`config.mk`:
```
export PLATFORM = sky130hd
export DESIGN_NAME = click_sink
export DESIGN_NICKNAME = d
export VERILOG_FILES = /design/src/rtl/click_pkg.sv /design/src/rtl/click_sync.sv /design/src/rtl/click_sink.sv
export SDC_FILE = /design/constraint.sdc
export NUM_CORES = 1
export LEC_CHECK = 0
export CORE_MARGIN = 4
export CORE_UTILIZATION = 40
export CTS_CLUSTER_DIAMETER = 30
export DETAILED_ROUTE_END_ITERATION = 10
export GPL_TIMING_DRIVEN = 0
export HOLD_SLACK_MARGIN = 0.08
export PLACE_DENSITY = 0.6
export SETUP_SLACK_MARGIN = 0.1
export SYNTH_ARGS = -nofsm -noshare
export SYNTH_HDL_FRONTEND = slang
export SYNTH_SLANG_ARGS = --single-unit
```
`constraint.sdc`:
```
create_clock -name clk -period 5.5 [get_ports clk]
set_clock_uncertainty 0.2 [all_clocks]
set_input_delay 0.825 -clock clk [delete_from_list [all_inputs] [get_ports clk]]
set_output_delay 0.825 -clock clk [all_outputs]
set_load 0.02 [all_outputs]
```
`src/rtl/click_pkg.sv`:
```
// Shared types and limits for the click-to-synchronous sink.
package click_pkg;

    localparam int unsigned MIN_SYNC_STAGES = 2;
    localparam int unsigned MIN_FIFO_DEPTH  = 2;

    typedef enum logic [1:0] {
        StIdle      = 2'd0,
        StSettle    = 2'd1,
        StWaitSpace = 2'd2
    } sink_state_t;

endpackage

```
`src/rtl/click_sync.sv`:
```
// Multi-flop synchronizer bringing the asynchronous two-phase req into the clk domain.
module click_sync
    import click_pkg::*;
#(
    parameter int unsigned SYNC_STAGES = 2
) (
    input  logic clk,
    input  logic reset,
    input  logic i_async,
    output logic o_sync
);

    localparam int unsigned STAGES =
        (SYNC_STAGES < MIN_SYNC_STAGES) ? MIN_SYNC_STAGES : SYNC_STAGES;

    logic [STAGES-1:0] r_sync;

    always_ff @(posedge clk) begin
        if (reset) begin
            r_sync <= '0;
        end else begin
            r_sync <= {r_sync[STAGES-2:0], i_async};
        end
    end

    assign o_sync = r_sync[STAGES-1];

endmodule

```
`src/rtl/click_sink.sv`:
```
// Two-phase click receiver: synchronizes req, waits a bundling margin, captures data_in
// into a first-word fall-through FIFO and returns a registered ack toggle.
module click_sink
    import click_pkg::*;
#(
    parameter int unsigned DATA_WIDTH    = 8,
    parameter int unsigned FIFO_DEPTH    = 4,
    parameter int unsigned SYNC_STAGES   = 2,
    parameter int unsigned SETTLE_CYCLES = 1
) (
    input  logic                          clk,
    input  logic                          reset,
    input  logic                          req,
    input  logic [DATA_WIDTH-1:0]         data_in,
    output logic                          ack,
    output logic                          out_valid,
    input  logic                          out_ready,
    output logic [DATA_WIDTH-1:0]         out_data,
    output logic [$clog2(FIFO_DEPTH):0]   count
);

    localparam int unsigned DEPTH =
        (FIFO_DEPTH < MIN_FIFO_DEPTH) ? MIN_FIFO_DEPTH : FIFO_DEPTH;
    localparam int unsigned PTR_W = $clog2(DEPTH);
    localparam int unsigned CNT_W = PTR_W + 1;
    localparam int unsigned SC_W  = $clog2(SETTLE_CYCLES + 2);

    localparam logic [CNT_W-1:0] FULL_CNT    = CNT_W'(DEPTH);
    localparam logic [SC_W-1:0]  SETTLE_LOAD = SC_W'(SETTLE_CYCLES);
    localparam logic [SC_W-1:0]  SETTLE_LAST = SC_W'(1);
    localparam bit               SKIP_SETTLE = (SETTLE_CYCLES == 0);

    sink_state_t              r_state;
    sink_state_t              w_state_next;
    logic [SC_W-1:0]          r_settle_cnt;
    logic                     r_ack;
    logic [CNT_W-1:0]         r_count;
    logic [PTR_W-1:0]         r_wptr;
    logic [PTR_W-1:0]         r_rptr;
    logic [DATA_WIDTH-1:0]    r_mem [DEPTH];

    logic w_req_s;
    logic w_pending;
    logic w_pop;
    logic w_space;
    logic w_settle_done;
    logic w_capture;
    logic w_settle_load;
    logic w_settle_dec;

    click_sync #(
        .SYNC_STAGES (SYNC_STAGES)
    ) u_sync (
        .clk     (clk),
        .reset   (reset),
        .i_async (req),
        .o_sync  (w_req_s)
    );

    assign w_pending = w_req_s ^ r_ack;
    assign out_valid = (r_count != '0);
    assign w_pop     = out_valid && out_ready;
    // A full FIFO still accepts when the head leaves on the same edge.
    assign w_space   = (r_count < FULL_CNT) || w_pop;
    // Settling ends on the edge the counter steps from 1 to 0.
    assign w_settle_done = (r_settle_cnt <= SETTLE_LAST);

    always_ff @(posedge clk) begin
        if (reset) begin
            r_state <= StIdle;
        end else begin
            r_state <= w_state_next;
        end
    end

    always_comb begin
        w_state_next = r_state;
        unique case (r_state)
            StIdle: begin
                if (w_pending) begin
                    if (SKIP_SETTLE) begin
                        w_state_next = w_space ? StIdle : StWaitSpace;
                    end else begin
                        w_state_next = StSettle;
                    end
                end
            end
            StSettle: begin
                if (w_settle_done) begin
                    w_state_next = w_space ? StIdle : StWaitSpace;
                end
            end
            StWaitSpace: begin
                if (w_space) begin
                    w_state_next = StIdle;
                end
            end
            default: w_state_next = StIdle;
        endcase
    end

    always_comb begin
        w_capture     = 1'b0;
        w_settle_load = 1'b0;
        w_settle_dec  = 1'b0;
        unique case (r_state)
            StIdle: begin
                w_settle_load = w_pending && !SKIP_SETTLE;
                w_capture     = w_pending && SKIP_SETTLE && w_space;
            end
            StSettle: begin
                w_settle_dec = (r_settle_cnt != '0);
                w_capture    = w_settle_done && w_space;
            end
            StWaitSpace: begin
                w_capture = w_space;
            end
            default: begin
                w_capture = 1'b0;
            end
        endcase
    end

    always_ff @(posedge clk) begin
        if (reset) begin
            r_settle_cnt <= '0;
        end else if (w_settle_load) begin
            r_settle_cnt <= SETTLE_LOAD;
        end else if (w_settle_dec) begin
            r_settle_cnt <= r_settle_cnt - SC_W'(1);
        end
    end

    always_ff @(posedge clk) begin
        if (reset) begin
            r_ack <= 1'b0;
        end else if (w_capture) begin
            r_ack <= ~r_ack;
        end
    end

    always_ff @(posedge clk) begin
        if (reset) begin
            r_count <= '0;
            r_wptr  <= '0;
            r_rptr  <= '0;
        end else begin
            if (w_capture) begin
                r_wptr <= r_wptr + PTR_W'(1);
            end
            if (w_pop) begin
                r_rptr <= r_rptr + PTR_W'(1);
            end
            unique case ({w_capture, w_pop})
                2'b10:   r_count <= r_count + CNT_W'(1);
                2'b01:   r_count <= r_count - CNT_W'(1);
                default: r_count <= r_count;
            endcase
        end
    end

    // Storage is not reset; the pointers and count define which entries are live.
    always_ff @(posedge clk) begin
        if (w_capture) begin
            r_mem[r_wptr] <= data_in;
        end
    end

    assign ack      = r_ack;
    assign out_data = r_mem[r_rptr];
    assign count    = r_count;

endmodule

```
* After elaboration in Yosys (flattened, before gate mapping) *
Memories as Yosys holds them, arrays and structs flattened. A register that Yosys moved wholly into a read port is not among the register bits.
Cells that the tools add are included.

operators by class
  bitwise logic cells = 2
  eq/ne operators = 7
  reduce and logical (&&, ||, !) cells = 10
  divide/modulo/power cells = 0
  shift-type cells = 0
  $add $sub $neg = 5
  muxes and demuxes = 15
  multiply operators = 0
  order comparisons = 2

operators by type and width
  operator             number
  $mux 2               6
  $mux 1               6
  $ne 2x2->1 const B   3
  $pmux 2 s3           1
  $pmux 3 s2           1
  $reduce_bool 2->1    3
  $add 2x1->2 const B  2
  $eq 2x1->1 const B   2
  $eq 2x2->1 const B   2
  $add 3x1->3 const B  1
  $lt 3x3->1 const B   1
  $reduce_and 3->1     1
  $reduce_bool 3->1    1
  $sub 3x1->3 const B  1
  $le 2x1->1 const B   1
  $logic_and 1x1->1    2
  $logic_not 2->1      1
  $pmux 1 s2           1
  $reduce_or 2->1      1
  $sub 2x1->2 const B  1
  $logic_or 1x1->1     1
  $not 1->1            1
  $xor 1x1->1          1

storage, ports and cells
  input bits = 12
  memory bits (writable) = 32
  bits in registers = 14
  logic and storage cells = 50
  bits in read-only memories = 0
  memories kept = 1
  output and inout port bits = 13
  latch bits = 0

memory list
  name   words  bits a word  read ports  clocked after memory_dff  wr ports  line              text
  r_mem  4      8            1           1                         1         click_sink.sv:40  logic [DATA_WIDTH-1:0] r_mem [DEPTH];

* Longest topological paths before layout *
  depth in word-level cells = 7
  gate-level depth with buffers = 12
  depth with buffers taken out = 12

* By module *
A second synthesis with hierarchy kept.

second synthesis, totals
  cell total of the unflattened synthesis = 132
  area total of the unflattened synthesis = 2,010.7 um^2

by module, submodules not included
  module      instances  area each (um^2)  cells each  sequential area each (um^2)
  click_sink  1          1,958.1           128         1,241.2
  click_sync  1          52.6              4           40.0

* Worst setup path after synthesis *
No wires, ideal clock.

  kind = input-to-reg
  from = input port out_ready
  to = register r_count[2], in the netlist count[2]
  path slack = 2.928 ns
  library setup time = 0.071 ns
  buffers on the path = 0
  data arrival time = 2.301 ns
  data required time = 5.229 ns
  stages on the path = 9
  path through = nor2b_2 -> nor3b_4 -> inv_1 -> ha_1 -> inv_1 -> fa_1 -> xor2_1 -> or3_1 -> a21oi_1

between the ends
  longest elaborated chain between the ends = 6
  elaborated cells between the ends (all ways) = 8
  classes of those cells = eq/ne: 2; mux: 2; reduce/logical: 4

RTL lines
  item                                                    line               text
  from (decl)                                             click_sink.sv:17   input logic out_ready,
  $logic_and 1x1->1 *                                     click_sink.sv:62   assign w_pop = out_valid && out_ready;
  $logic_or 1x1->1                                        click_sink.sv:64   assign w_space = (r_count < FULL_CNT) || w_pop;
  $logic_and 1x1->1                                       click_sink.sv:113  w_capture = w_settle_done && w_space;
  $pmux 1 s2                                              click_sink.sv:106  unique case (r_state)
  $eq 2x1->1 / $eq 2x2->1 (equally long branches)         click_sink.sv:154  unique case ({w_capture, w_pop})
  $pmux 3 s2 / $reduce_bool 2->1 (equally long branches)  n/a
  to (signal assigned)                                    click_sink.sv:155  2'b10: r_count <= r_count + CNT_W'(1);
  to (signal assigned)                                    click_sink.sv:156  2'b01: r_count <= r_count - CNT_W'(1);
  to (signal assigned)                                    click_sink.sv:157  default: r_count <= r_count;
  to (decl)                                               click_sink.sv:37   logic [CNT_W-1:0] r_count;

Every way passes the cells marked *; elsewhere a longest branch is shown, timed or not.
A chain may end at the register's enable or synchronous reset.

==> flow_metrics.py <==
metrics = {
    "sta": {
        "hold_viol": 0,
        "worst_slew_pin_slew_ps": 505.9,
        "setup_tns_ps": 0,
        "setup-violations-final": 0,
        "fin_crit_sh_pct": 54.49,
        "drv_slew": 0,
        "finalHoldWorstSlack_ps": 260.6,
        "rsz0062_at_grt": "no",
        "slew_headroom_pct": 66.27,
        "fmax_mhz": 333.7,
        "period_minus_slack_ps": 2997,
    },
    "die": {
        "rows": 25,
        "dieWidth_um": 78.97,
        "io_pins": 25,
        "initial_core_util_pct": 42.09,
        "die-area_um2": 6235,
        "fp.coreArea_um2": 4786,
        "die_h_um": 78.97,
    },
    "final_layout": {
        "fin_cells": 231,
        "area_growth_pct": 19.81,
        "fin_nets": 186,
        "fin_area_um2": 2414,
        "fillers": 417,
        "drive_above_1_share_pct": 12.80,
        "antennaDiodeCount": 0,
    },
    "logic_synthesis": {
        "synth_commonest_cells": "edfxtp_1 (32), dfxtp_1 (16), ha_1 (10), inv_1 (10), nor2_1 (10)",
        "async_flop_share_pct": 0,
        "synth_cell_types": 29,
        "synth_area_um2": 2014,
        "synth_compound_area_share_pct": 3.665,
        "synth-xor-area-share_pct": 2.609,
        "synth_nets": 156,
        "synth_top_area_share_pct": 47.70,
        "synth.mux.area_fraction_pct": 10.93,
        "ys_seq_elements": 48,
        "synth_top_family_by_area": "multiplexers",
        "synth_edf_count": 32,
        "synth_fa_ha_area_share_pct": 7.205,
        "yosys_most_used_dff": "edfxtp_1",
        "yosysWarnings": 0,
        "synth_area_leaders": "edfxtp_1 (48%), dfxtp_1 (16%), mux4_2 (8.9%)",
        "yosysSeqAreaShare_pct": 63.60,
        "synth_area_leader_cell": "edfxtp_1",
        "synthCells": 133,
        "synth.most_common_cell": "edfxtp_1",
        "synth-simple-area-share_pct": 9.317,
        "avgSynthCellArea_um2": 15.15,
    },
    "global_route": {
        "grt.busiest_layer": "met2",
        "grt_pass1_vias": 1109,
        "grt_overflow": 0,
        "grtUsageMet1_pct": 12.07,
        "antenna_found_initial": 0,
        "met2_usage_pct": 20.37,
        "grt_pass1_wl_um": 5354,
        "grt_use_met3_pct": 4.195,
        "grt_max_degree": 16,
        "grtUsageTotal_pct": 11.41,
    },
    "clocking": {
        "postCtsHoldBufs": 0,
        "cts_tree": "done",
        "cts_max_path_buffers": 2,
        "clk_pin_slew_worst_paths_ps": 80,
        "cts-resized-gates": 0,
        "clock_insertion_delay_worst_skew_ps": 290,
        "numCtsBuffers": 5,
        "htree_num_levels": 2,
        "clock-sinks": 48,
        "cts-root-buf": "clkbuf_8",
        "cts_setup_buffers": 0,
    },
    "power_and_ir_drop": {
        "combPwrFrac_pct": 5.6,
        "p_switching_uw": 127.8,
        "total_power_uw": 622.0,
        "swShare_pct": 20.54,
        "clkPwrFrac_pct": 32.0,
        "max-vdd-ir-drop_mv": 0.1238,
        "powerDensity_nw_per_um2": 257.7,
        "pwr-share-seq_pct": 62.5,
        "p_int_uw": 494.2,
        "leakagePower_uw": 0.0007878,
    },
    "placement": {
        "port_buffers": 23,
        "place_area_um2": 2328,
        "dp_hpwl_um": 2387,
        "place.gp.congestion": 0.7857,
        "dpl.cell_count": 223,
    },
    "routing": {
        "drc": 0,
        "wl_per_cell_um": 14.39,
        "ant_nets": 0,
        "wirelength_um": 3323,
        "vias": 1121,
        "drt-pass1-iter-count": 6,
        "initialDrtViolationCount": 38,
        "avgViaCountPerCell": 4.853,
    },
    "setup_path": {
        "required_ps": 4470,
        "critPathLaunchType": "register",
        "rrSetupSlack_ps": 2900,
        "ff2ff_path_depth": 12,
        "regToRegEndpoint": "count[2]",
        "critPathMaxFanout": 8,
        "cp.arrival_ps": 1970,
        "endpoint_kind": "output port",
        "path_class": "reg2out",
        "reg2reg_from": "r_settle_cnt[1]",
    },
    "worst_hold_path": {
        "holdPathStages": 1,
        "min_to": "u_sync.r_sync[1]",
        "hold_path.class": "reg2reg",
        "worstHoldStart": "u_sync.r_sync[0]",
    },
    "job": {
        "cap_violations": 0,
    },
    "outcome": {
        "status": "finished, final reports clean",
    },
}
flip-flops by register name (all words and copies together), names as in the netlist, named ones only:
name,cells
ack,1
r_state,2
count,3
r_wptr,2
r_settle_cnt,2
u_sync.r_sync,2
r_mem,32
r_rptr,2
power by group through the flow:
stage | logic, µW | clock network (µW) | registers [µW]
after floorplan | 18.4 | 0 | 397
after global placement | 33.4 | 0 | 397
after detailed placement | 35.1 | 0 | 397
after CTS | 35.3 | 208 | 388
after global routing | 38.2 | 223 | 389
final | 34.8 | 199 | 388
logic make-up (layout without fill, tap and decap cells):
| group | count (synthesis) | after routing |
|---|---|---|
| DFF | 48 | 48 |
| and+or+nand+nor | 32 | 32 |
| buffers and inverters | 14 | 45 |
| adders and majority gates | 11 | 11 |
| AOI/OAI and AO/OA | 11 | 11 |
| muxes | 11 | 11 |
| xor gates and xnor gates | 6 | 6 |
cell type report:
class | instances | area, µm² | area share (%)
well taps | 67 | 83.83 | 3.473
clock buffers | 6 | 72.57 | 3.007
plain buffers | 4 | 16.27 | 0.6739
multi-input cells | 71 | 679.4 | 28.15
repair buffers | 23 | 230.2 | 9.539
flip-flops and latches | 48 | 1281 | 53.08
clock inverters | 2 | 12.51 | 0.5184
inverters | 10 | 37.54 | 1.555
cell usage in the layout (no fill, tap or decap):
| cell type | synthesis | layout |
|---|---|---|
| edfxtp_1 | 32 | 32 |
| clkdlybuf4s50_1 | 0 | 23 |
| dfxtp_1 | 16 | 16 |
| inv_1 | 10 | 10 |
| nor2_1 | 10 | 10 |
| ha_1 | 10 | 10 |
| mux4_2 | 8 | 8 |
| nand2b_1 | 7 | 7 |
| a21oi_1 | 6 | 6 |
| clkbuf_8 | 0 | 5 |
| and2_1 | 4 | 4 |
| nor2b_1 | 4 | 4 |
| clkbuf_1 | 2 | 3 |
| xnor2_1 | 3 | 3 |
| xor2_1 | 3 | 3 |
| or3_1 | 2 | 2 |
| mux2_4 | 2 | 2 |
| o31a_1 | 1 | 1 |
| a21oi_2 | 1 | 1 |
| nor2b_2 | 1 | 1 |
| nor3b_4 | 1 | 1 |
| buf_2 | 1 | 1 |
| buf_1 | 1 | 1 |
| a222oi_1 | 1 | 1 |
| nand3_1 | 1 | 1 |
| nor3b_1 | 1 | 1 |
| o21ai_0 | 1 | 1 |
| mux2i_1 | 1 | 1 |
| nand2_1 | 1 | 1 |
| a221o_2 | 1 | 1 |
| fa_1 | 1 | 1 |
| clkinv_4 | 0 | 1 |
| clkinv_1 | 0 | 1 |
worst max path at each step:
stage,start,end,cells past startpoint
after floorplan,out_ready,count[2],9
after global placement,out_ready,count[2],10
after detailed placement,out_ready,count[2],10
after CTS,register,out_data[1],3
after global routing,register,out_data[1],3
final,register,out_data[1],3
layer usage:
layer | routed length (µm) | share of wire [%]
met3 | 150 | 4.5
met2 | 1732 | 52
met1 | 1380 | 42
met5 | 0 | 0
met4 | 60 | 1.8
per-stage QoR:
step	util [%]	worst slack, ps
2_1_floorplan	-	2928
4_1_cts	50.43	2445
5_1_grt	50.43	2387
3_3_place_gp	48.65	2350
3_5_place_dp	48.65	2306
6_report	50.43	2503
worst max-delay path, stage by stage, from the launching register on:
cell and delay (ps):
dfxtp_1 310, buf_2 270, mux4_2 550, clkdlybuf4s50_1 550
Note: power is estimated with default switching activity, not from simulation.
==> variant 1: new RTL, same settings <==
Set the parameter `FIFO_DEPTH` to 8 (it was 4).
--- a/src/rtl/click_sink.sv
+++ b/src/rtl/click_sink.sv
@@ -6,3 +6,3 @@
     parameter int unsigned DATA_WIDTH    = 8,
-    parameter int unsigned FIFO_DEPTH    = 4,
+    parameter int unsigned FIFO_DEPTH    = 8,
     parameter int unsigned SYNC_STAGES   = 2,
Ports: changed (resized count); port bits go from 25 to 26. No check against the original RTL was run, so the function may have changed too.
==> variant 1 against the unedited design <==
  * Synthesized area up 74%
  * Clock power up 100%
  * Sequential cell count up 36
  * Design area up 70%
  * Maximum frequency down 17%
  * Worst setup slack worse by 0.60 ns
  * Power up 81%
  * Register-to-register slack worse by 0.29 ns
  * Wire length up 85%
==> variant 1: results (changes against the unedited design) <==
* Clock latency on the worst-skew pair at 0.34 ns (+0.05 ns)
* Sinks on Clock Net at 84 (+75%)
* Worst reg2reg path depth at 13 (+1)
* Post-synth EDFFs at 64 (+100%)
* Nonclk inv count at 7 (-3)
* Largest net degree at the start of global routing at 14 (-2)
* Critical Path AT at 2.57 ns (+0.60 ns)
* Multi-input gates at 114 (+61%)
* Status: finished, final reports clean
* Vias per std cell at 5.12 (+5.5%)
* Leakage at 0.00136 uW (+73%)
* Multi-input combinational area share at 27.3% (-0.80 points)
* Syn-to-layout area delta at 17.0%
* CP Capture Point: out_data[4]
* Storage cell area at 2320 um2 (+81%)
* TritonCTS buffer count at 9 (+4)
* Top post-synthesis cells by area: edfxtp_1 (55%), dfxtp_1 (11%), mux4_1 (11%)
* Port bufs at 25 (+8.7%)
* Worst vdd ir at 0.149 mV (+20%)
* Clock-cell share of area at 4.37% (+0.84 points)
* Vias in the first global route at 1853 (+67%)
* First-pass GRT wire length at 9780 um (+83%)
* Placer Congestion at 0.770 (-2.1%)
* Tot GR Track Use at 13.1% (+1.7 points)
* Synth Instances at 212 (+59%)
* Setup slack, reg-to-reg at 2.61 ns (-0.29 ns)
* Non-clock buffers at 34 (+26%)
* Post-DP Area at 3910 um2 (+68%)
* Cell total after placement at 344 (+54%)
* Layout non-clock buf frac at 7.73% (-2.5 points)
* Most frequent cells after synthesis: edfxtp_1 (64), dfxtp_1 (20), mux4_1 (15), nor2_1 (13), a21oi_1 (11)
* Dpl hpwl at 4100 um (+72%)
* Post-DR wirelength/cell at 17.2 um (+19%)
* Met2 Usage GRT at 20.8% (+0.45 points)
* Fill cell count at 728 (+75%)
* Layout cells sized above 1 at 13.4% (+0.63 points)
* Largest register FFs at 64 (+100%)
* Met1 WL at 2820 um (+100%)
* Met3 Usage GRT at 4.61% (+0.42 points)
* Synth cell types at 32 (+10%)
* WL final at 6150 um (+85%)
* H-tree lvl count at 3 (+1)
[variant 1: worst min path at each step]
stage,cells past startpoint,slack [ns],from,end
floorplan,1,0.21,u_sync.r_sync[0],u_sync.r_sync[1]
global placement,1,0.24,u_sync.r_sync[0],u_sync.r_sync[1]
detailed placement,1,0.23,u_sync.r_sync[0],u_sync.r_sync[1]
CTS,1,0.25,u_sync.r_sync[0],u_sync.r_sync[1]
global route,1,0.27,u_sync.r_sync[0],u_sync.r_sync[1]
finish,1,0.25,u_sync.r_sync[0],u_sync.r_sync[1]
[variant 1: kinds of logic after synthesis]
logic type	synth area share, %
XOR/XNOR	1.75
AND/OR/NAND/NOR	7.26
multiplexers	15.1
flip-flops	66.4
adder cells (fa/ha/maj)	3.58
buffers and inverters	2.22
AO/OA/AOI/OAI	3.75
[variant 1: power groups by stage]
stage	sequential (uW)	clock (uW)	combinational, uW
after floorplan	700	0	21.0
after global placement	700	0	41.4
after detailed placement	700	0	42.6
after CTS	685	414	42.9
after global routing	686	446	47.0
final	685	400	42.1
==> variant 2: new RTL, same settings <==
Without the edit above. Encoding of `sink_state_t`: now one-hot (3 bits for 3 states).
--- a/src/rtl/click_pkg.sv
+++ b/src/rtl/click_pkg.sv
@@ -6,6 +6,6 @@
 
-    typedef enum logic [1:0] {
-        StIdle      = 2'd0,
-        StSettle    = 2'd1,
-        StWaitSpace = 2'd2
+    typedef enum logic [2:0] {
+        StIdle      = 3'b001,
+        StSettle    = 3'b010,
+        StWaitSpace = 3'b100
     } sink_state_t;
Behaviour: same outputs for any inputs over 10 cycles, from zero or initial values and one cycle with reset high; not proved beyond that.
==> variant 2 against the unedited design <==
  * Register-to-register slack worse by 0.18 ns
  * Hold slack worse by 0.018 ns
  * Power is 1.2% higher
  * Synthesized area is 1.2% lower
  * Sequential cell count is 1 higher
  * Highest routed layer unchanged
  * Worst setup slack worse by 0.0036 ns
  * Core utilization is 0.052 points lower
  * Design area is 0.10% lower
  * Largest power group unchanged
  * Wire length is 0.81% lower
==> variant 2: results (changes against the unedited design) <==
* Leakage at 0.000795 uW (+0.92%)
* Worst vdd ir at 0.126 mV (+1.6%)
* Max Root-Sink Buffers at 2 (unchanged)
* Vias per std cell at 4.86 (+0.17%)
* Cell total after placement at 222 (-0.45%)
* Synth Instances at 131 (-1.5%)
* Most frequent cells after synthesis: edfxtp_1 (32), dfxtp_1 (17), nor2_1 (11), inv_1 (9), mux4_2 (8)
* CP top delay family: buffers and inverters
* Vias at 1118 (-0.27%)
* Dpl hpwl at 2390 um (about the same)
* Port bufs at 24 (+4.3%)
* WL final at 3300 um (-0.81%)
* Fill cell count at 436 (+4.6%)
* Synth cell types at 32 (+10%)
* Worst slack at placement at 2.25 ns (-0.0573 ns)
* Root Buffer: clkbuf_8
* Placer Congestion at 0.750 (-4.6%)
* Worst Max-Slew Pin Slew at 0.483 ns (-0.0234 ns)
* First drt pass iteration count at 4 (-2)
* Antenna fix cells at 0 (unchanged)
* Post-layout net count at 182 (-2.2%)
* Status: finished, final reports clean
* Tot GR Track Use at 12.3% (+0.86 points)
* Slowest library cell on the worst path: clkdlybuf4s50_1
* Vias in the first global route at 1210 (+9.1%)
* 1st-iter DRT viols at 36 (-5.3%)
* Mapped Nets at 151 (-3.2%)
* Layout cells sized above 1 at 11.7% (-1.1 points)
* First-pass GRT wire length at 5830 um (+8.9%)
* Seq/Total Area, Yosys at 65.4% (+1.8 points)
* Hold Crit Depth at 1 (unchanged)
* Top post-synthesis cells by area: edfxtp_1 (48%), dfxtp_1 (17%), mux4_2 (9.1%)
* Post-synth EDFFs at 32 (unchanged)
* Cts repair resizes at 0 (unchanged)
* Crit Path Max Fanout at 8 (unchanged)
==> variant 2: changes by cell type in the layout (fill, tap and decap cells not counted), moves of 2 or more <==
cell and change:
a21oi_1 -2, nand2_1 +2, ha_1 -3, clkbuf_1 -2
mux2_1 +2, nand2b_1 -4, mux2_4 -2
==> variant 2: final timing paths <==
path | start | to | slack, ns
worst max-delay path | flop | out_data[5] | 2.50
worst min-delay path | u_sync.r_sync[0] | u_sync.r_sync[1] | 0.24
worst max register to register | r_settle_cnt[1] | count[2] | 2.72
worst min register to register | u_sync.r_sync[0] | u_sync.r_sync[1] | 0.24
==> variant 2: stage by stage <==
| stage | cell area, um2 | util (%) | hold slack [ns] |
|---|---|---|---|
| after global routing | 2410 | 50.4 | 0.257 |
| after CTS | 2410 | 50.4 | 0.250 |
| final | 2410 | 50.4 | 0.242 |
| after floorplan | 1990 | - | 0.214 |
| after detailed placement | 2310 | 48.4 | 0.230 |
| after global placement | 2310 | 48.4 | 0.219 |
==> variant 2: cell families (layout without fill, tap and decap cells) <==
| kind of cell | after synthesis | count (layout) | share of synthesized area (%) |
|---|---|---|---|
| mux | 11 | 11 | 10.7 |
| xor+xnor | 6 | 6 | 2.64 |
| simple gates | 34 | 34 | 9.99 |
| fa+ha+maj | 8 | 8 | 5.41 |
| buf+inv | 12 | 44 | 2.32 |
| flops | 49 | 49 | 65.4 |
| compound gates | 11 | 11 | 3.58 |
==> variant 2: layer usage <==
layer	GRT usage [%]	part of all wire [%]	wire length [um]	up-vias
li1	-	-	-	535
met1	14.2	43	1410	552
met2	21.1	51	1690	24
met3	3.44	4.2	140	7
met4	5.24	1.9	61	0
met5	0	0	0	-
==> variant 2: layout make-up <==
| type | instances | area share, % |
|---|---|---|
| Clock inverter | 2 | 0.571 |
| Clock buffer | 6 | 3.43 |
| Sequential cell | 49 | 54.0 |
| Buffer | 3 | 0.519 |
| Timing Repair Buffer | 24 | 9.96 |
| Inverter | 9 | 1.40 |
| Tap cell | 67 | 3.48 |
| Multi-Input combinational cell | 70 | 26.7 |
==> variant 2: power breakdown <==
part           switching, uW  internal [uW]
registers               1.36            393
logic                   9.25           11.6
clock network            113            102
total                    123            506
